[src/rtl/control_unit_if.sv]
// Memory port between the control unit and instruction/data memory.
// Ready-handshaked: a transfer completes on the edge where mem_req & mem_ready.
interface control_unit_if;
    logic        mem_req;
    logic        mem_we;
    logic [15:0] mem_addr;
    logic [15:0] mem_wdata;
    logic        mem_ready;
    logic [15:0] mem_rdata;

    modport master (
        output mem_req, mem_we, mem_addr, mem_wdata,
        input  mem_ready, mem_rdata
    );

    modport slave (
        input  mem_req, mem_we, mem_addr, mem_wdata,
        output mem_ready, mem_rdata
    );
endinterface

[src/rtl/control_unit.sv]
// Multi-cycle fetch/decode/execute controller for the 16-bit baseline CPU.
// Owns PC, IR and PSR; drives ALU control, register writes and memory.
module control_unit #(
    parameter logic [15:0] RESET_PC = 16'h0000
) (
    input  logic                  clk,
    input  logic                  reset,
    control_unit_if.master        bus,
    output logic [3:0]            ra_addr,
    output logic [3:0]            rb_addr,
    input  logic [15:0]           ra_data,
    input  logic [15:0]           rb_data,
    output logic                  reg_we,
    output logic                  wb_sel,
    output logic [3:0]            alu_op,
    output logic [15:0]           alu_b,
    output logic                  alu_imm_mode,
    output logic                  alu_update_flags,
    output logic                  alu_carry_in,
    input  logic                  alu_carry,
    input  logic                  alu_low,
    input  logic                  alu_flag,
    input  logic                  alu_zero,
    input  logic                  alu_negative,
    output logic [15:0]           pc,
    output logic [15:0]           ir,
    output logic [4:0]            psr,
    output logic                  instr_done
);

    typedef enum logic [1:0] {
        FETCH, DECODE, EXECUTE, MEM
    } state_t;

    state_t      state_q, state_d;
    logic [15:0] pc_q, pc_d;
    logic [15:0] ir_q, ir_d;
    logic [4:0]  psr_q, psr_d;

    logic [3:0] opc, ext, cond;
    logic       is_r, is_i, is_lsh, is_lshi;
    logic       is_load, is_stor, is_bcond, is_jcond;
    logic       is_addsub, is_cmp, alu_wr, taken;
    logic [15:0] br_tgt;

    function automatic logic alu_code(input logic [3:0] c);
        return c inside {4'h1, 4'h2, 4'h3, 4'h5, 4'h9, 4'hB, 4'hD};
    endfunction

    assign opc  = ir_q[15:12];
    assign ext  = ir_q[7:4];
    assign cond = ir_q[11:8];

    assign is_r     = (opc == 4'h0) && alu_code(ext);
    assign is_i     = alu_code(opc) || (opc == 4'hF);
    assign is_lsh   = (opc == 4'h8) && (ext == 4'h4);
    assign is_lshi  = (opc == 4'h8) && (ext[3:1] == 3'b000);
    assign is_load  = (opc == 4'h4) && (ext == 4'h0);
    assign is_stor  = (opc == 4'h4) && (ext == 4'h4);
    assign is_jcond = (opc == 4'h4) && (ext == 4'hC);
    assign is_bcond = (opc == 4'hC);

    assign is_addsub = (is_r && (ext == 4'h5 || ext == 4'h9))
                    || (is_i && (opc == 4'h5 || opc == 4'h9));
    assign is_cmp    = (is_r && ext == 4'hB) || (is_i && opc == 4'hB);
    assign alu_wr    = ((is_r || is_i) && !is_cmp) || is_lsh || is_lshi;

    // Branch offset is relative to the branch itself; pc already advanced.
    assign br_tgt = pc_q - 16'd1 + {{8{ir_q[7]}}, ir_q[7:0]};

    // psr layout {C,L,F,Z,N}
    always_comb begin
        taken = 1'b0;
        case (cond)
            4'h0: taken = psr_q[1];
            4'h1: taken = !psr_q[1];
            4'h2: taken = psr_q[4];
            4'h3: taken = !psr_q[4];
            4'h4: taken = psr_q[3];
            4'h5: taken = !psr_q[3];
            4'h6: taken = psr_q[0];
            4'h7: taken = !psr_q[0];
            4'h8: taken = psr_q[2];
            4'h9: taken = !psr_q[2];
            4'hA: taken = !psr_q[3] && !psr_q[1];
            4'hB: taken = psr_q[3] || psr_q[1];
            4'hC: taken = !psr_q[0] && !psr_q[1];
            4'hD: taken = psr_q[0] || psr_q[1];
            4'hE: taken = 1'b1;
            default: taken = 1'b0;
        endcase
    end

    always_comb begin
        alu_op       = 4'h0;
        alu_b        = rb_data;
        alu_imm_mode = 1'b0;
        unique case (1'b1)
            is_r: begin
                alu_op = ext;
            end
            is_i: begin
                alu_op       = opc;
                alu_b        = {8'h00, ir_q[7:0]};
                alu_imm_mode = 1'b1;
            end
            is_lsh: begin
                alu_op = 4'h4;
            end
            is_lshi: begin
                alu_op = 4'h4;
                alu_b  = ir_q[4] ? 16'hFFFF : 16'h0001;
            end
            default: ;
        endcase
    end

    always_comb begin
        state_d          = state_q;
        pc_d             = pc_q;
        ir_d             = ir_q;
        psr_d            = psr_q;
        bus.mem_req      = 1'b0;
        bus.mem_we       = 1'b0;
        bus.mem_addr     = pc_q;
        bus.mem_wdata    = ra_data;
        reg_we           = 1'b0;
        wb_sel           = 1'b0;
        alu_update_flags = 1'b0;
        instr_done       = 1'b0;
        case (state_q)
            FETCH: begin
                bus.mem_req = 1'b1;
                if (bus.mem_ready) begin
                    ir_d    = bus.mem_rdata;
                    pc_d    = pc_q + 16'd1;
                    state_d = DECODE;
                end
            end
            DECODE: begin
                state_d = (is_load || is_stor) ? MEM : EXECUTE;
            end
            EXECUTE: begin
                instr_done       = 1'b1;
                state_d          = FETCH;
                reg_we           = alu_wr;
                alu_update_flags = is_addsub || is_cmp;
                if (is_addsub) begin
                    psr_d[4] = alu_carry;
                    psr_d[2] = alu_flag;
                end
                if (is_cmp) begin
                    psr_d[3] = alu_low;
                    psr_d[1] = alu_zero;
                    psr_d[0] = alu_negative;
                end
                if (is_bcond && taken) pc_d = br_tgt;
                if (is_jcond && taken) pc_d = rb_data;
            end
            MEM: begin
                bus.mem_req  = 1'b1;
                bus.mem_addr = rb_data;
                bus.mem_we   = is_stor;
                wb_sel       = is_load;
                if (bus.mem_ready) begin
                    reg_we     = is_load;
                    instr_done = 1'b1;
                    state_d    = FETCH;
                end
            end
            default: state_d = FETCH;
        endcase
        // Reset overrides so the bus looks like a fetch of RESET_PC.
        if (reset) begin
            bus.mem_req      = 1'b1;
            bus.mem_addr     = RESET_PC;
            bus.mem_we       = 1'b0;
            reg_we           = 1'b0;
            alu_update_flags = 1'b0;
            instr_done       = 1'b0;
        end
    end

    always_ff @(posedge clk) begin
        if (reset) begin
            state_q <= FETCH;
            pc_q    <= RESET_PC;
            ir_q    <= 16'h0000;
            psr_q   <= 5'b00000;
        end else begin
            state_q <= state_d;
            pc_q    <= pc_d;
            ir_q    <= ir_d;
            psr_q   <= psr_d;
        end
    end

    assign ra_addr      = ir_q[11:8];
    assign rb_addr      = ir_q[3:0];
    assign alu_carry_in = psr_q[4];
    assign pc           = pc_q;
    assign ir           = ir_q;
    assign psr          = psr_q;

endmodule

[src/flat_wrapper.sv]
// flat-port wrapper written by rule: the top's interface ports become plain ports
module control_unit_flat 
#(
    parameter logic [15:0] RESET_PC = 16'h0000
)
  (clk, reset, ra_addr, rb_addr, ra_data, rb_data, reg_we, wb_sel, alu_op, alu_b, alu_imm_mode, alu_update_flags, alu_carry_in, alu_carry, alu_low, alu_flag, alu_zero, alu_negative, pc, ir, psr, instr_done, bus_mem_req, bus_mem_we, bus_mem_addr, bus_mem_wdata, bus_mem_ready, bus_mem_rdata);
  control_unit_if bus_i ();
  input  logic clk;
  input  logic reset;
  output logic [3:0] ra_addr;
  output logic [3:0] rb_addr;
  input  logic [15:0] ra_data;
  input  logic [15:0] rb_data;
  output logic reg_we;
  output logic wb_sel;
  output logic [3:0] alu_op;
  output logic [15:0] alu_b;
  output logic alu_imm_mode;
  output logic alu_update_flags;
  output logic alu_carry_in;
  input  logic alu_carry;
  input  logic alu_low;
  input  logic alu_flag;
  input  logic alu_zero;
  input  logic alu_negative;
  output logic [15:0] pc;
  output logic [15:0] ir;
  output logic [4:0] psr;
  output logic instr_done;
  output wire logic [$bits(bus_i.mem_req)-1:0] bus_mem_req;
  output wire logic [$bits(bus_i.mem_we)-1:0] bus_mem_we;
  output wire logic [$bits(bus_i.mem_addr)-1:0] bus_mem_addr;
  output wire logic [$bits(bus_i.mem_wdata)-1:0] bus_mem_wdata;
  input wire logic [$bits(bus_i.mem_ready)-1:0] bus_mem_ready;
  input wire logic [$bits(bus_i.mem_rdata)-1:0] bus_mem_rdata;
  assign bus_mem_req = bus_i.mem_req;
  assign bus_mem_we = bus_i.mem_we;
  assign bus_mem_addr = bus_i.mem_addr;
  assign bus_mem_wdata = bus_i.mem_wdata;
  assign bus_i.mem_ready = bus_mem_ready;
  assign bus_i.mem_rdata = bus_mem_rdata;
  control_unit #(.RESET_PC(RESET_PC)) u_core (.clk(clk), .reset(reset), .bus(bus_i), .ra_addr(ra_addr), .rb_addr(rb_addr), .ra_data(ra_data), .rb_data(rb_data), .reg_we(reg_we), .wb_sel(wb_sel), .alu_op(alu_op), .alu_b(alu_b), .alu_imm_mode(alu_imm_mode), .alu_update_flags(alu_update_flags), .alu_carry_in(alu_carry_in), .alu_carry(alu_carry), .alu_low(alu_low), .alu_flag(alu_flag), .alu_zero(alu_zero), .alu_negative(alu_negative), .pc(pc), .ir(ir), .psr(psr), .instr_done(instr_done));
endmodule
[config.mk]
export PLATFORM = sky130hd
export DESIGN_NAME = control_unit_flat
export DESIGN_NICKNAME = d
export VERILOG_FILES = /design/src/rtl/control_unit_if.sv /design/src/rtl/control_unit.sv /design/src/flat_wrapper.sv
export SDC_FILE = /design/constraint.sdc
export NUM_CORES = 1
export LEC_CHECK = 0
export ABC_AREA = 1
export CAP_MARGIN = 10
export CORE_MARGIN = 8
export CORE_UTILIZATION = 41
export DETAILED_ROUTE_END_ITERATION = 10
export PLACE_DENSITY_LB_ADDON = 0.12
export RECOVER_POWER = 50
export REMOVE_ABC_BUFFERS = 1
export SYNTH_ARGS = -nofsm -noshare
export SYNTH_HDL_FRONTEND = slang
export SYNTH_SLANG_ARGS = --single-unit
[constraint.sdc]
create_clock -name clk -period 2.36 [get_ports clk]
set_input_delay 0.472 -clock clk [delete_from_list [all_inputs] [get_ports clk]]
set_output_delay 0.472 -clock clk [all_outputs]
set_load 0.03 [all_outputs]
After elaboration in Yosys (flattened, before gate mapping)
Cells that the tools add are included.
{"block": "op_classes", "mux": 28, "eq_ne": 40, "add_sub_neg": 3, "reduce_logical": 48}
{"cell": "$mux 16", "count": 6}
{"cell": "$eq 4x4->1 const B", "count": 17}
{"cell": "$pmux 16 s2", "count": 2}
{"cell": "$eq 4x3->1 const B", "count": 8}
{"cell": "$eq 4x2->1 const B", "count": 6}
{"cell": "$add 16x1->16 const B", "count": 1}
{"cell": "$add 16x16->16", "count": 1}
{"cell": "$sub 16x1->16 const B", "count": 1}
{"cell": "$logic_and 1x1->1", "count": 15}
{"cell": "$pmux 1 s15", "count": 1}
{"cell": "$reduce_bool 7->1", "count": 2}
{"cell": "$mux 1", "count": 13}
{"cell": "$eq 4x1->1 const B", "count": 3}
{"cell": "$logic_not 4->1", "count": 3}
{"cell": "$logic_or 1x1->1", "count": 12}
{"cell": "$pmux 4 s3", "count": 1}
{"cell": "$pmux 2 s4", "count": 1}
{"cell": "$reduce_and 2->1", "count": 4}
{"cell": "$logic_not 1->1", "count": 6}
{"cell": "$eq 2x2->1 const B", "count": 2}
{"cell": "$mux 2", "count": 2}
{"cell": "$ne 2x2->1 const B", "count": 2}
{"cell": "$pmux 1 s2", "count": 2}
{"cell": "$reduce_or 2->1", "count": 2}
{"cell": "other kinds (6)", "count": 6}
{"block": "totals", "reg_bits": 39, "in_bits": 56, "output_inout_bits": 105, "wordCells": 124}

Logic depth before layout (Yosys ltp)
{"block": "logic_depth", "ltp_word": 11, "ltp_mapped": 20, "mapped_depth_nobuf": 20}

Worst setup path before layout
Ideal clock, no wire load.
{"block": "synth_timing", "path_kind": "reg-to-output", "start": "register u_core.ir_q[14], in the netlist u_core.ir[14]", "end": "output reg_we", "t_required_ns": 1.888, "stages_incl_launch_ff": 7, "slack_ns": -0.395, "arrival_ns": 2.283, "path_buffers": 0, "cell_sequence": "dfxtp_1 nand2_1 nor2_1 nand2_1 nor3_1 nand2_1 a21oi_1"}
{"block": "synth_between", "elab_chain_cells": 11}
{"element": "from (decl)", "line_no": "control_unit.sv:37", "text": "logic [15:0] ir_q, ir_d;"}
{"element": "from (signal assigned)", "line_no": "control_unit.sv:193", "text": "ir_q <= ir_d;"}
{"element": "$eq 4x1->1 (tied with other cells)", "line_no": "control_unit.sv:47", "text": "return c inside {4'h1, 4'h2, 4'h3, 4'h5, 4'h9, 4'hB, 4'hD};"}
{"element": "$reduce_bool 7->1", "line_no": "control_unit.sv:47"}
{"element": "$logic_or 1x1->1", "line_no": "control_unit.sv:55", "text": "assign is_i = alu_code(opc) || (opc == 4'hF);"}
{"element": "$logic_and 1x1->1", "line_no": "control_unit.sv:65", "text": "assign is_cmp = (is_r && ext == 4'hB) || (is_i && opc == 4'hB);"}
{"element": "$logic_or 1x1->1", "line_no": "control_unit.sv:65"}
{"element": "$logic_not 1->1", "line_no": "control_unit.sv:66", "text": "assign alu_wr = ((is_r || is_i) && !is_cmp) || is_lsh || is_lshi;"}
{"element": "$logic_and 1x1->1", "line_no": "control_unit.sv:66"}
{"element": "$logic_or 1x1->1 (2 in series)", "line_no": "control_unit.sv:66"}
{"element": "$pmux 1 s2 *", "line_no": "control_unit.sv:131", "text": "case (state_q)"}
{"element": "$mux 1 *", "line_no": "control_unit.sv:174", "text": "if (reset) begin"}
{"element": "to (decl)", "line_no": "flat_wrapper.sv:14", "text": "output logic reg_we;"}
Mark *: on every way between the ends. The rest lies on a longest branch, timed or not.

Final worst setup path
{"block": "layout_timing", "start": "register u_core.ir_q[7], in the netlist u_core.ir[7]", "end": "output alu_b[4]"}
{"block": "layout_between", "elab_chain_cells": 3}
{"element": "$logic_not 3->1", "line_no": "control_unit.sv:57", "text": "assign is_lshi = (opc == 4'h8) && (ext[3:1] == 3'b000);"}
{"element": "$logic_and 1x1->1", "line_no": "control_unit.sv:57"}
{"element": "$pmux 16 s2", "line_no": "control_unit.sv:98", "text": "unique case (1'b1)"}
{"element": "to (decl)", "line_no": "flat_wrapper.sv:17", "text": "output logic [15:0] alu_b;"}
Every way passes these cells.

==> summary.txt <==
antenna cell count: 0
status: finished with violations
Initial Util: 41.76%
I/O pin count: 161
total power: 8.110 mW
final std cells w/o fill: 1017
Worst Path Buf+Inv: 6
relative max-transition margin: 61.19%
pre-CTS setup slack: 0.004313 ns
HPWL Detailed: 12850 µm
DRT iter0 DRCs: 389
PD cells: 1209 nW/µm²
largest net degree at the start of global routing: 33
drt pass-1 iters: 5
overflow left after global routing: 0
total track usage: 22.48%
Fillers: 942
Post-synth EDFFs: 0
part of the Yosys area used for sequential elements: 18.36%
clock share of power: 6.3%
post-synth top area share: 18.36%
Commonest cells post-synth: 148 x nand2_1, 101 x inv_1, 72 x a21oi_1
failing checks: negative setup slack
max-slew violation count: 0
Hold Buf Count CTS: 0
Worst path max stage delay: 0.37 ns
synthesis-to-layout area growth: 57.69%
CTS Buf Count: 5
Syn Std Cell Area: 4253 µm²
Crit-path slowest cell: dfxtp_4
dominant cells by area after synthesis: dfxtp_1 18%, nand2_1 13%, ha_1 10%
worst hold path class: flip-flop to flip-flop
Final WS setup: -0.08737 ns
share of post-route cells with drive strength above 1: 28.83%
Worst Path Required: 1.89 ns
sinks on the clock net: 39
fin crit share: 103.7%
Async SR Flop Fraction: 0%
Synth cell types: 38
H-tree lvl count: 2
post-layout util: 65.85%
top-count cell post-synth: nand2_1
first-pass GRT wire length: 25730 µm
vias per inst: 5.196
vias in the first global route: 5080
gpl congestion: 0.9236
maximum VDD drop: 0.6533 mV
CTS tree: built
synthesized area per cell: 6.015 µm²
final WL: 17000 µm
final setup TNS: -0.4625 ns
RSZ-0062 raised after global routing: yes
Reg power frac: 11.4%
clock root buffer: clkbuf_8
CP Capture Type: output port
maxcap violations: 0
skew final: 0.01815 ns
Switch Pwr: 4.201 mW
fin crit period: 2.447 ns
Via Count: 5284
Die ar.: 13890 µm²
Yosys warnings: 0
net switching fraction of the power: 51.80%
Comb pwr share: 82.3%
Worst Path Arrival: 1.98 ns
crit path cell chain: buf_6 > nor2_4 > inv_2 > nor3_4 > buf_6 > clkinvlp_4 > buf_6 > nand2_8 > nor2_2 > a21oi_1 > buf_4
multi-input logic area: 3169 µm²
initial antenna violation count: 0
#FFs+latches synth: 39
DRC errors left: 0
static leakage: 3.011 nW
Worst Tran Pin Value: 0.5821 ns
worst-skew pair later-pin latency: 0.32 ns
fin nets: 972
main flop type after synthesis: dfxtp_1
FF/Latch Area: 800.8 µm²
largest fanout on the critical path: 6
clk buf depth: 2
flop-to-flop setup slack: 0.07 ns
PortBufs: 128
core footprint: 10180 µm²
Mapped Cells: 707
area leader, netlist: dfxtp_1
number of instances in the placed design: 986
CTS clk-pin slew, worst paths: 0.11 ns
CP Launch Type: flip-flop
most used cell, CP: buf_6
family with the most delay on the worst path: buffers and inverters
Crit Path Class: flip-flop to output port
die height: 117.8 µm
DR WL/cell: 16.72 µm
die width: 117.8 µm
internal power: 3.910 mW
Max Clk Rate: 0.4086 GHz
num rows: 37
final setup vio count: 14
Final Hold Viols: 0
number of nets with antenna violations after routing: 0
placed cells by master (no fill, tap or decap), drive strengths merged, types with 7 or more instances in the layout:
cell type / synthesis / final
inv: 104 / 102
o21ai: 68 / 68
dfxtp: 39 / 39
clkbuf: 18 / 11
nor2: 79 / 79
nand3: 54 / 54
ha: 35 / 35
a21oi: 73 / 73
buf: 34 / 126
clkdlybuf4s50: 0 / 78
nand4: 8 / 8
nand2: 152 / 152
dlygate4sd3: 0 / 7
xor2: 7 / 7
kinds of logic (layout without fill, tap and decap cells):
kind of cell | after synthesis | count (layout) | synth area share, %
flip-flops | 39 | 39 | 18.36
buffers and inverters | 156 | 330 | 17.21
AND/OR/NAND/NOR | 303 | 303 | 30.77
XOR/XNOR | 12 | 12 | 2.471
AO/OA/AOI/OAI | 161 | 161 | 20.42
adder cells (fa/ha/maj) | 36 | 36 | 10.77
worst paths after layout:
path,startpoint,to,depth (start not counted)
setup / recovery,u_core.ir[7]$_SDFFE_PP0P_,alu_b[4],11
setup reg to reg,u_core.ir[7]$_SDFFE_PP0P_,u_core.pc[14]$_SDFFE_PP0P_,16
hold reg to reg,u_core.pc[14]$_SDFFE_PP0P_,u_core.pc[14]$_SDFFE_PP0P_,2
hold / removal,u_core.pc[14]$_SDFFE_PP0P_,u_core.pc[14]$_SDFFE_PP0P_,2
layout make-up:
class	count	area share, %
clock buffers	5	1.026
multi-input cells	512	47.26
flip-flops and latches	39	11.94
inverters	104	6.045
well taps	136	2.537
clock inverters	3	0.2985
repair buffers	218	30.90
worst register-to-register path, delay by kind of cell, from the launching register on:
kind                       cells  cell delay [ns]
AOI/OAI and AO/OA              3             0.39
adders and majority gates      2             0.54
buffers and inverters          3             0.31
DFF                            1             0.38
and+or+nand+nor                8             0.57
through the flow:
| stage | hold slack (ns) | cell area, µm² |
|---|---|---|
| floorplan | 0.5183 | 3919 |
| global placement | 0.4815 | 5954 |
| detailed placement | 0.4911 | 5954 |
| CTS | 0.5040 | 6188 |
| global route | 0.5359 | 6706 |
| finish | 0.5067 | 6706 |
flip-flops by register name, indices dropped and copies added (netlist names):
register,cells
u_core.pc,16
u_core.state_q,2
u_core.ir,16
u_core.psr,5
power by group through the flow:
stage | clock network [mW] | logic, mW | registers, mW
finish | 0.513 | 6.67 | 0.924
global route | 0.539 | 7.27 | 0.942
CTS | 0.517 | 5.61 | 0.909
detailed placement | 0 | 5.46 | 0.920
global placement | 0 | 5.44 | 0.914
floorplan | 0 | 3.05 | 1.27
metal layers:
| layer | part of all wire (%) | track usage (%) |
|---|---|---|
| met4 | 1.8 | 5.604 |
| met5 | 0 | 0 |
| met1 | 43 | 26.67 |
| met3 | 6.9 | 6.091 |
| met2 | 49 | 39.12 |
what timing repair did:
action	in CTS	in global routing
resized for setup	27	116
endpoints found under the setup margin	23	37
cloned	0	0
pin swaps	2	28
buffers inserted	9	14
(Power assumes the default switching activity.)
